--- src/rtl/tacc_uni.sv ---
// Unipolar stochastic MAC accumulator: sequences a load/settle/run pass over LANES
// tMUL_uni lanes, counts product ones until every lane stops. Optional RUN timeout via TACC_UNI_TIMEOUT_EN.
module tacc_uni #(
   parameter int LANES = 16,
   parameter int ACC_W = 12
) (
   input  logic             clk,
   input  logic             rst_n,
   input  logic             start,
   output logic             start_ready,
   output logic             loadA,
   output logic             loadB,
   input  logic [LANES-1:0] mul_oC,
   input  logic [LANES-1:0] mul_stop,
   output logic [ACC_W-1:0] acc_out,
   output logic             out_valid,
   input  logic             out_ready,
   output logic             busy,
   output logic             err
);

   localparam logic [2:0] ST_IDLE   = 3'd0;
   localparam logic [2:0] ST_LOAD   = 3'd1;
   localparam logic [2:0] ST_SETTLE = 3'd2;
   localparam logic [2:0] ST_RUN    = 3'd3;
   localparam logic [2:0] ST_DONE   = 3'd4;

   function automatic logic [ACC_W-1:0] popcnt(input logic [LANES-1:0] v);
      logic [ACC_W-1:0] c;
      c = {ACC_W{1'b0}};
      for (int i = 0; i < LANES; i++) begin
         c = c + {{(ACC_W-1){1'b0}}, v[i]};
      end
      return c;
   endfunction

   logic [2:0]       state_r;
   logic [2:0]       nxt_s;
   logic [ACC_W-1:0] acc_r;
   logic [ACC_W-1:0] add_s;
   logic             accept_s;
   logic             load_r;
   logic             start_ready_r;
   logic             busy_r;
   logic             out_valid_r;
   logic             timeout_s;

`ifdef TACC_UNI_TIMEOUT_EN
   logic [8:0]       run_cnt_r;
   logic             err_r;
`endif

   assign accept_s = start && start_ready_r;

   // next-state and per-cycle increment
   always_comb begin
      nxt_s     = state_r;
      add_s     = {ACC_W{1'b0}};
      timeout_s = 1'b0;
      case (state_r)
         ST_IDLE: begin
            if (accept_s) nxt_s = ST_LOAD;
            else          nxt_s = ST_IDLE;
         end
         ST_LOAD:   nxt_s = ST_SETTLE;
         ST_SETTLE: nxt_s = ST_RUN;
         ST_RUN: begin
            if (&mul_stop) begin
               nxt_s = ST_DONE;
            end else begin
               add_s = popcnt(mul_oC & ~mul_stop);
`ifdef TACC_UNI_TIMEOUT_EN
               // the 257th non-stopped RUN cycle still contributes before giving up
               if (run_cnt_r == 9'd256) begin
                  nxt_s     = ST_DONE;
                  timeout_s = 1'b1;
               end else begin
                  nxt_s = ST_RUN;
               end
`else
               nxt_s = ST_RUN;
`endif
            end
         end
         ST_DONE: begin
            if (out_ready) nxt_s = ST_IDLE;
            else           nxt_s = ST_DONE;
         end
         default: nxt_s = ST_IDLE;
      endcase
   end

   // state and registered control outputs, decoded from the next state
   always_ff @(posedge clk or negedge rst_n) begin
      if (!rst_n) begin
         state_r       <= ST_IDLE;
         load_r        <= 1'b0;
         start_ready_r <= 1'b1;
         busy_r        <= 1'b0;
         out_valid_r   <= 1'b0;
      end else begin
         state_r       <= nxt_s;
         load_r        <= (nxt_s == ST_LOAD);
         start_ready_r <= (nxt_s == ST_IDLE);
         busy_r        <= (nxt_s != ST_IDLE);
         out_valid_r   <= (nxt_s == ST_DONE);
      end
   end

   // accumulator: cleared on accept, only moves during RUN
   always_ff @(posedge clk or negedge rst_n) begin
      if (!rst_n) begin
         acc_r <= {ACC_W{1'b0}};
      end else if (accept_s) begin
         acc_r <= {ACC_W{1'b0}};
      end else if (state_r == ST_RUN) begin
         acc_r <= acc_r + add_s;
      end else begin
         acc_r <= acc_r;
      end
   end

`ifdef TACC_UNI_TIMEOUT_EN
   // RUN cycle counter and sticky timeout flag for the current result
   always_ff @(posedge clk or negedge rst_n) begin
      if (!rst_n) begin
         run_cnt_r <= 9'd0;
         err_r     <= 1'b0;
      end else begin
         if (state_r == ST_SETTLE)   run_cnt_r <= 9'd0;
         else if (state_r == ST_RUN) run_cnt_r <= run_cnt_r + 9'd1;
         else                        run_cnt_r <= run_cnt_r;
         if (accept_s)       err_r <= 1'b0;
         else if (timeout_s) err_r <= 1'b1;
         else                err_r <= err_r;
      end
   end
   assign err = err_r;
`else
   assign err = 1'b0;
`endif

   assign start_ready = start_ready_r;
   assign loadA       = load_r;
   assign loadB       = load_r;
   assign busy        = busy_r;
   assign out_valid   = out_valid_r;
   assign acc_out     = acc_r;

endmodule

--- config.mk ---
export PLATFORM = sky130hd
export DESIGN_NAME = tacc_uni
export DESIGN_NICKNAME = d
export VERILOG_FILES = /design/src/rtl/tacc_uni.sv
export SDC_FILE = /design/constraint.sdc
export NUM_CORES = 1
export LEC_CHECK = 0
export CORE_ASPECT_RATIO = 1.25
export CORE_MARGIN = 4
export CORE_UTILIZATION = 35
export CTS_CLUSTER_SIZE = 10
export DETAILED_ROUTE_END_ITERATION = 10
export DONT_BUFFER_PORTS = 1
export SLEW_MARGIN = 20
export SYNTH_ARGS = -nofsm -noshare
export SYNTH_HDL_FRONTEND = slang
export SYNTH_SLANG_ARGS = --single-unit
--- constraint.sdc ---
create_clock -name clk -period 3.1 [get_ports clk]
set_clock_uncertainty 0.1 [all_clocks]
set_input_delay 0.62 -clock clk [delete_from_list [all_inputs] [get_ports clk]]
set_output_delay 0.62 -clock clk [all_outputs]
set_load 0.02 [all_outputs]
After elaboration in Yosys (flattened, before gate mapping)
Cells that the tools add are included.
{ "totals": {"latch_bits": 0, "mem_bits_rw": 0, "inputBits": 36, "output_inout_bits": 18, "regBits": 19, "mem_bits_ro": 0, "memories": 0, "elab_cells": 44} }
{ "classes": {"muxes": 8, "n_eq_ne": 6, "n_bitwise": 2, "reduce_logical": 6, "shift": 0, "n_mul": 0, "n_addsub": 16, "n_lt_le_gt_ge": 0, "div_mod_pow": 0} }
{ "op_table": {"columns": ["operator", "n"], "rows": [
  ["$add A12 B1 Y12", 4],
  ["$mux W12", 4],
  ["$and A16 B16 Y16", 1],
  ["$not A16 Y16", 1],
  ["$reduce_and A16 Y1", 1],
  ["$pmux W3 S5", 1],
  ["$add A11 B1 Y12", 1],
  ["$add A12 B12 Y12", 1],
  ["$add A10 B1 Y11", 1],
  ["$add A9 B1 Y10", 1],
  ["$add A8 B1 Y9", 1],
  ["$add A7 B1 Y8", 1],
  ["$add A6 B1 Y7", 1],
  ["$add A5 B1 Y6", 1],
  ["$eq A3 B1 Y1 const B", 2],
  ["$eq A3 B2 Y1 const B", 2],
  ["$eq A3 B3 Y1 const B", 2],
  ["$logic_not A3 Y1", 2],
  ["$mux W3", 2],
  ["$add A4 B1 Y5", 1],
  ["$add A3 B1 Y4", 1],
  ["$add A2 B1 Y3", 1],
  ["$reduce_bool A3 Y1", 1],
  ["$add A1 B1 Y2", 1],
  ["other kinds (3)", 3]
]} }

Depth between registers and ports, before layout
{ "depth": {"ltp_word": 22, "ltp_mapped": 19, "mapped_depth_nobuf": 19} }

Worst setup path after synthesis
OpenSTA, ideal clock, no wires.
{ "synth_timing": {"path_kind": "in2reg", "from": "in mul_oC[0]", "to": "reg acc_r[11], in the netlist acc_out[11]", "arrival_ps": 5065, "setup_ps": 75, "path_stages": 16, "setup_slack_ps": -2140, "required_time_ps": 2925, "n_path_buf": 0, "path_cell_list": "nor2b_1 fa_1 inv_1 fa_1 fa_1 fa_1 inv_1 ha_1 fa_1 xnor2_1 nor2_1 ha_1 and3_4 a2111o_1 a31o_1 a21oi_2"} }
{ "synth_between": {"elab_chain_cells": 21} }
{ "synth_rtl": {"columns": ["element", "line_no", "rtl"], "rows": [
  ["start: declaration", "13", "input logic [LANES-1:0] mul_oC,"],
  ["$and A16 B16 Y16", "71", "add_s = popcnt(mul_oC & ~mul_stop);"],
  ["$add A1 B1 Y2", "32", "c = c + {{(ACC_W-1){1'b0}}, v[i]};"],
  ["$add A2 B1 Y3", "32", null],
  ["$add A3 B1 Y4", "32", null],
  ["$add A4 B1 Y5", "32", null],
  ["$add A5 B1 Y6", "32", null],
  ["$add A6 B1 Y7", "32", null],
  ["$add A7 B1 Y8", "32", null],
  ["[... 2 more ...]", null, null],
  ["$add A10 B1 Y11", "32", null],
  ["$add A11 B1 Y12", "32", null],
  ["$add A12 B1 Y12 (4 in a row)", "32", null],
  ["$mux W12", "68", "if (&mul_stop) begin"],
  ["$mux W12", "60", "case (state_r)"],
  ["$add A12 B12 Y12", "117", "acc_r <= acc_r + add_s;"],
  ["$mux W12", "116", "end else if (state_r == ST_RUN) begin"],
  ["$mux W12", "114", "end else if (accept_s) begin"],
  ["end signal: assignment", "115", "acc_r <= {ACC_W{1'b0}};"],
  ["end signal: assignment", "117", null],
  ["end signal: assignment", "119", "acc_r <= acc_r;"],
  ["end: declaration", "39", "logic [ACC_W-1:0] acc_r;"]
]} }
No other way between the ends. The select of a mux whose other input is x is not followed.
A chain may end at the register's enable or synchronous reset.

Worst setup path after layout
{ "layout_timing": {"from": "in mul_stop[7]", "to": "reg acc_r[9], in the netlist acc_out[9]"} }
{ "layout_between": {"elab_chain_cells": 16, "word_cells_on_any_way": 17, "classes_between": "add/sub (10); mux (4); bitwise (2); reduce/logical (1)"} }
{ "layout_rtl": {"columns": ["element", "line_no", "rtl"], "rows": [
  ["start: declaration", "14", "input logic [LANES-1:0] mul_stop,"],
  ["$not A16 Y16", "71", null],
  ["$and A16 B16 Y16", "71", null],
  ["$add A7 B1 Y8", "32", null],
  ["$add A8 B1 Y9", "32", null],
  ["$add A9 B1 Y10", "32", null],
  ["$add A10 B1 Y11", "32", null],
  ["$add A11 B1 Y12", "32", null],
  ["$add A12 B1 Y12 (4 in a row)", "32", null],
  ["$mux W12 *", "68", null],
  ["$mux W12 *", "60", null],
  ["$add A12 B12 Y12 *", "117", null],
  ["$mux W12 *", "116", null],
  ["$mux W12 *", "114", null]
]} }
Mark *: on every way between the ends. The rest lies on a longest branch, timed or not. The select of a mux whose other input is x is not followed.

==> reports/qor.yml <==
status: "finished with violations"
violations: "setup timing"
hold_violations: 0
clkTransAtPathRegs_ns: 0.07
final_cell_count_no_fill: 244
place_hpwl_mm: 3.02
clockBufferDepth: 2
clk_latency_ns: 0.25
avgSynthCellArea_um2: 9.27
die_w_um: 68.2
required_ns: 3.14
grt_pass1_vias: 1397
initial_core_util_pct: 36.1
slew_violations: 0
power_density_nw_per_um2: 1020
pin_count: 54
synth.cells.most_frequent: "dfrtp_1 (18), nor2_1 (14), inv_1 (13)"
r2r_slack_ns: 0.43
drtPass1Iterations: 4
cts-buffers-inserted: 3
h-tree-depth: 1
maxCapViolCount: 0
worstRegToRegCells: 9
cts_sinks: 19
max_slew_margin_pct: 45.0
syn_area_um2: 1590
design.die.area_um2: 5680
synth_top_family_by_area: "simple AND/OR/NAND/NOR gates"
synthArstFlopShare_pct: 100
report.power.total_mw: 2.04
worstMarginPinSlew_ns: 0.822
wl_mm: 3.89
cp_max_fo: 5
synthSimpleGateAreaFrac_pct: 24.4
worstReg2RegStart: "state_r[0]"
rsz0062_at_grt: "true"
row_count: 27
ant_nets: 0
synth_adder_area_share_pct: 21.8
ys_seq_area_share_pct: 30.1
setup_viol: 12
endpoint_kind: "register"
ys_ff_latch: 19
synth_cell_types: 41
cp-startpoint: "mul_stop[7]"
slowest_stage: "fa_1"
clock-root-buffer: "clkbuf_8"
fin_ws_ns: -1.80
synthMuxAreaShare_pct: 0
n_antenna_cell: 0
finalSetupTns_ns: -17.67
yosysWarnings: 0
grt_usage_pct: 14.7
synth.most_common_cell: "dfrtp_1"
max-vdd-ir-drop_v: 0.000521
ys_top_cells_by_area: "dfrtp_1 (28%), fa_1 (14%), ha_1 (7.9%), nor2b_1 (4.3%), a21oi_1 (3.5%)"
synth_nets: 228
crit_type: "in -> reg"
cp_common_cell: "fa_1"
final_nets: 244
grt-ovfl-total: 0
synth_top_area_cell: "dfrtp_1"
gp_congestion: 0.964
rr_endpoint: "acc_out[9]"
slowest_delay_ns: 0.59
drt_iter0_markers: 34
leakage_nw: 0.894
die_h_um: 83.2
routedWlPerCell_um: 16.0
cp.arrival_ns: 4.94
hold_path_class: "in -> async"
antenna_found_initial: 0
grt_max_degree: 19
synth_edf_count: 0
drcViolationCount: 0
fillerInstances: 430
start_kind: "primary input"
vias_per_cell: 5.36
core_um2: 4390
areaGrowthSynthToFinish_pct: 25.4
synth-xor-area-share_pct: 1.66
synth_compound_area_share_pct: 16.5
fmax_mhz: 204
num_vias: 1307
cts_tree: "built"
synthFlopType: "dfrtp_1"
multi_input_area_um2: 1180
crit_chain: "nand2b_4 > fa_1 > fa_1 > fa_2 > fa_1 > inv_2 > ha_4 > fa_2 > a21oi_2 > nor3b_2 > ha_1 > and3_4 > a2111o_1 > buf_6 > a31o_1"
fin_crit_ns: 4.90
synthCells: 171
portBuffers: 0
fin_crit_sh_pct: 158
crit_end: "acc_out[9]"
drive_above_1_share_pct: 33.3
seqCellArea_um2: 477
synth_top_area_share_pct: 28.4
dp.cells: 232
grt_pass1_wl_mm: 6.44
layer usage:
layer	up-vias	part of all wire (%)	GRT usage (%)	wire [um]
met5	-	0	0	0
met1	627	36	16.7	1410
li1	621	-	-	-
met4	0	2.7	5.97	104
met3	8	6.7	2.98	261
met2	51	54	25.6	2120
how the worst min path moves through the flow:
stage                        endpoint  cells after the start  slack, ns   from
after floorplan            acc_out[0]                      0       0.22  rst_n
after global placement    acc_out[10]                      0       0.23  rst_n
after detailed placement  acc_out[11]                      0       0.23  rst_n
after CTS                 start_ready                      0        0.1  rst_n
after global routing      start_ready                      0       0.08  rst_n
final                     start_ready                      0       0.10  rst_n
cell type report:
class,instances,share of cell area [%]
Tap cell,58,3.65
Inverter,13,2.45
Clock buffer,4,2.27
Multi-Input combinational cell,132,59.6
Timing Repair Buffer,18,8.06
Sequential cell,19,24.0
stage by stage:
step | utilization (%) | worst slack, ns | area (um^2) | hold WS, ns
final | 45.3 | -1.80 | 1990 | 0.104
after CTS | 43.8 | -1.75 | 1920 | 0.0972
after detailed placement | 40.7 | -2.04 | 1790 | 0.225
after global placement | 40.7 | -1.95 | 1790 | 0.225
after floorplan | - | -1.82 | 1670 | 0.224
after global routing | 45.3 | -1.91 | 1990 | 0.0822
sequential cells by signal (all words and copies together), names as in the netlist:
name	cells
out_valid	1
acc_out	12
loadA	1
state_r	3
busy	1
start_ready	1
what timing repair did:
| action | 4_1_cts | 5_1_grt |
|---|---|---|
| pin swaps | 15 | 15 |
| resized for setup | 15 | 11 |
| endpoints found under the hold margin | 18 | 0 |
| buffers inserted | 4 | 4 |
| hold buffers | 1 | 0 |
| endpoints found under the setup margin | 12 | 12 |
cell families after synthesis:
group,after synthesis
AO/OA/AOI/OAI,36
XOR/XNOR,3
adder cells (fa/ha/maj),21
buffers and inverters,20
flip-flops,19
other,1
AND/OR/NAND/NOR,71
worst max-delay path: cells and delay by family:
kind / cells / cell delay [ns]
compound gates: 3 / 0.84
fa+ha+maj: 7 / 2.90
buf+inv: 2 / 0.22
simple gates: 3 / 0.37
cell usage in the layout (no fill, tap or decap), types with 6 or more instances in the layout:
| master | instances |
|---|---|
| ha_1 | 6 |
| nor2_1 | 14 |
| fa_1 | 8 |
| nand2b_1 | 6 |
| buf_4 | 11 |
| buf_6 | 6 |
| a21oi_2 | 6 |
| nand2_1 | 10 |
| inv_1 | 9 |
| nor2b_1 | 7 |
| dfrtp_1 | 18 |
| a21oi_1 | 6 |
report_power, final:
part | switching (mW) | internal (mW) | total, mW | leakage (nW)
sequential | 0.165 | 0.320 | 0.486 | 0.218
combinational | 0.624 | 0.755 | 1.38 | 0.653
clock | 0.0791 | 0.0912 | 0.170 | 0.0228
Power figures use the tool's default switching activity.
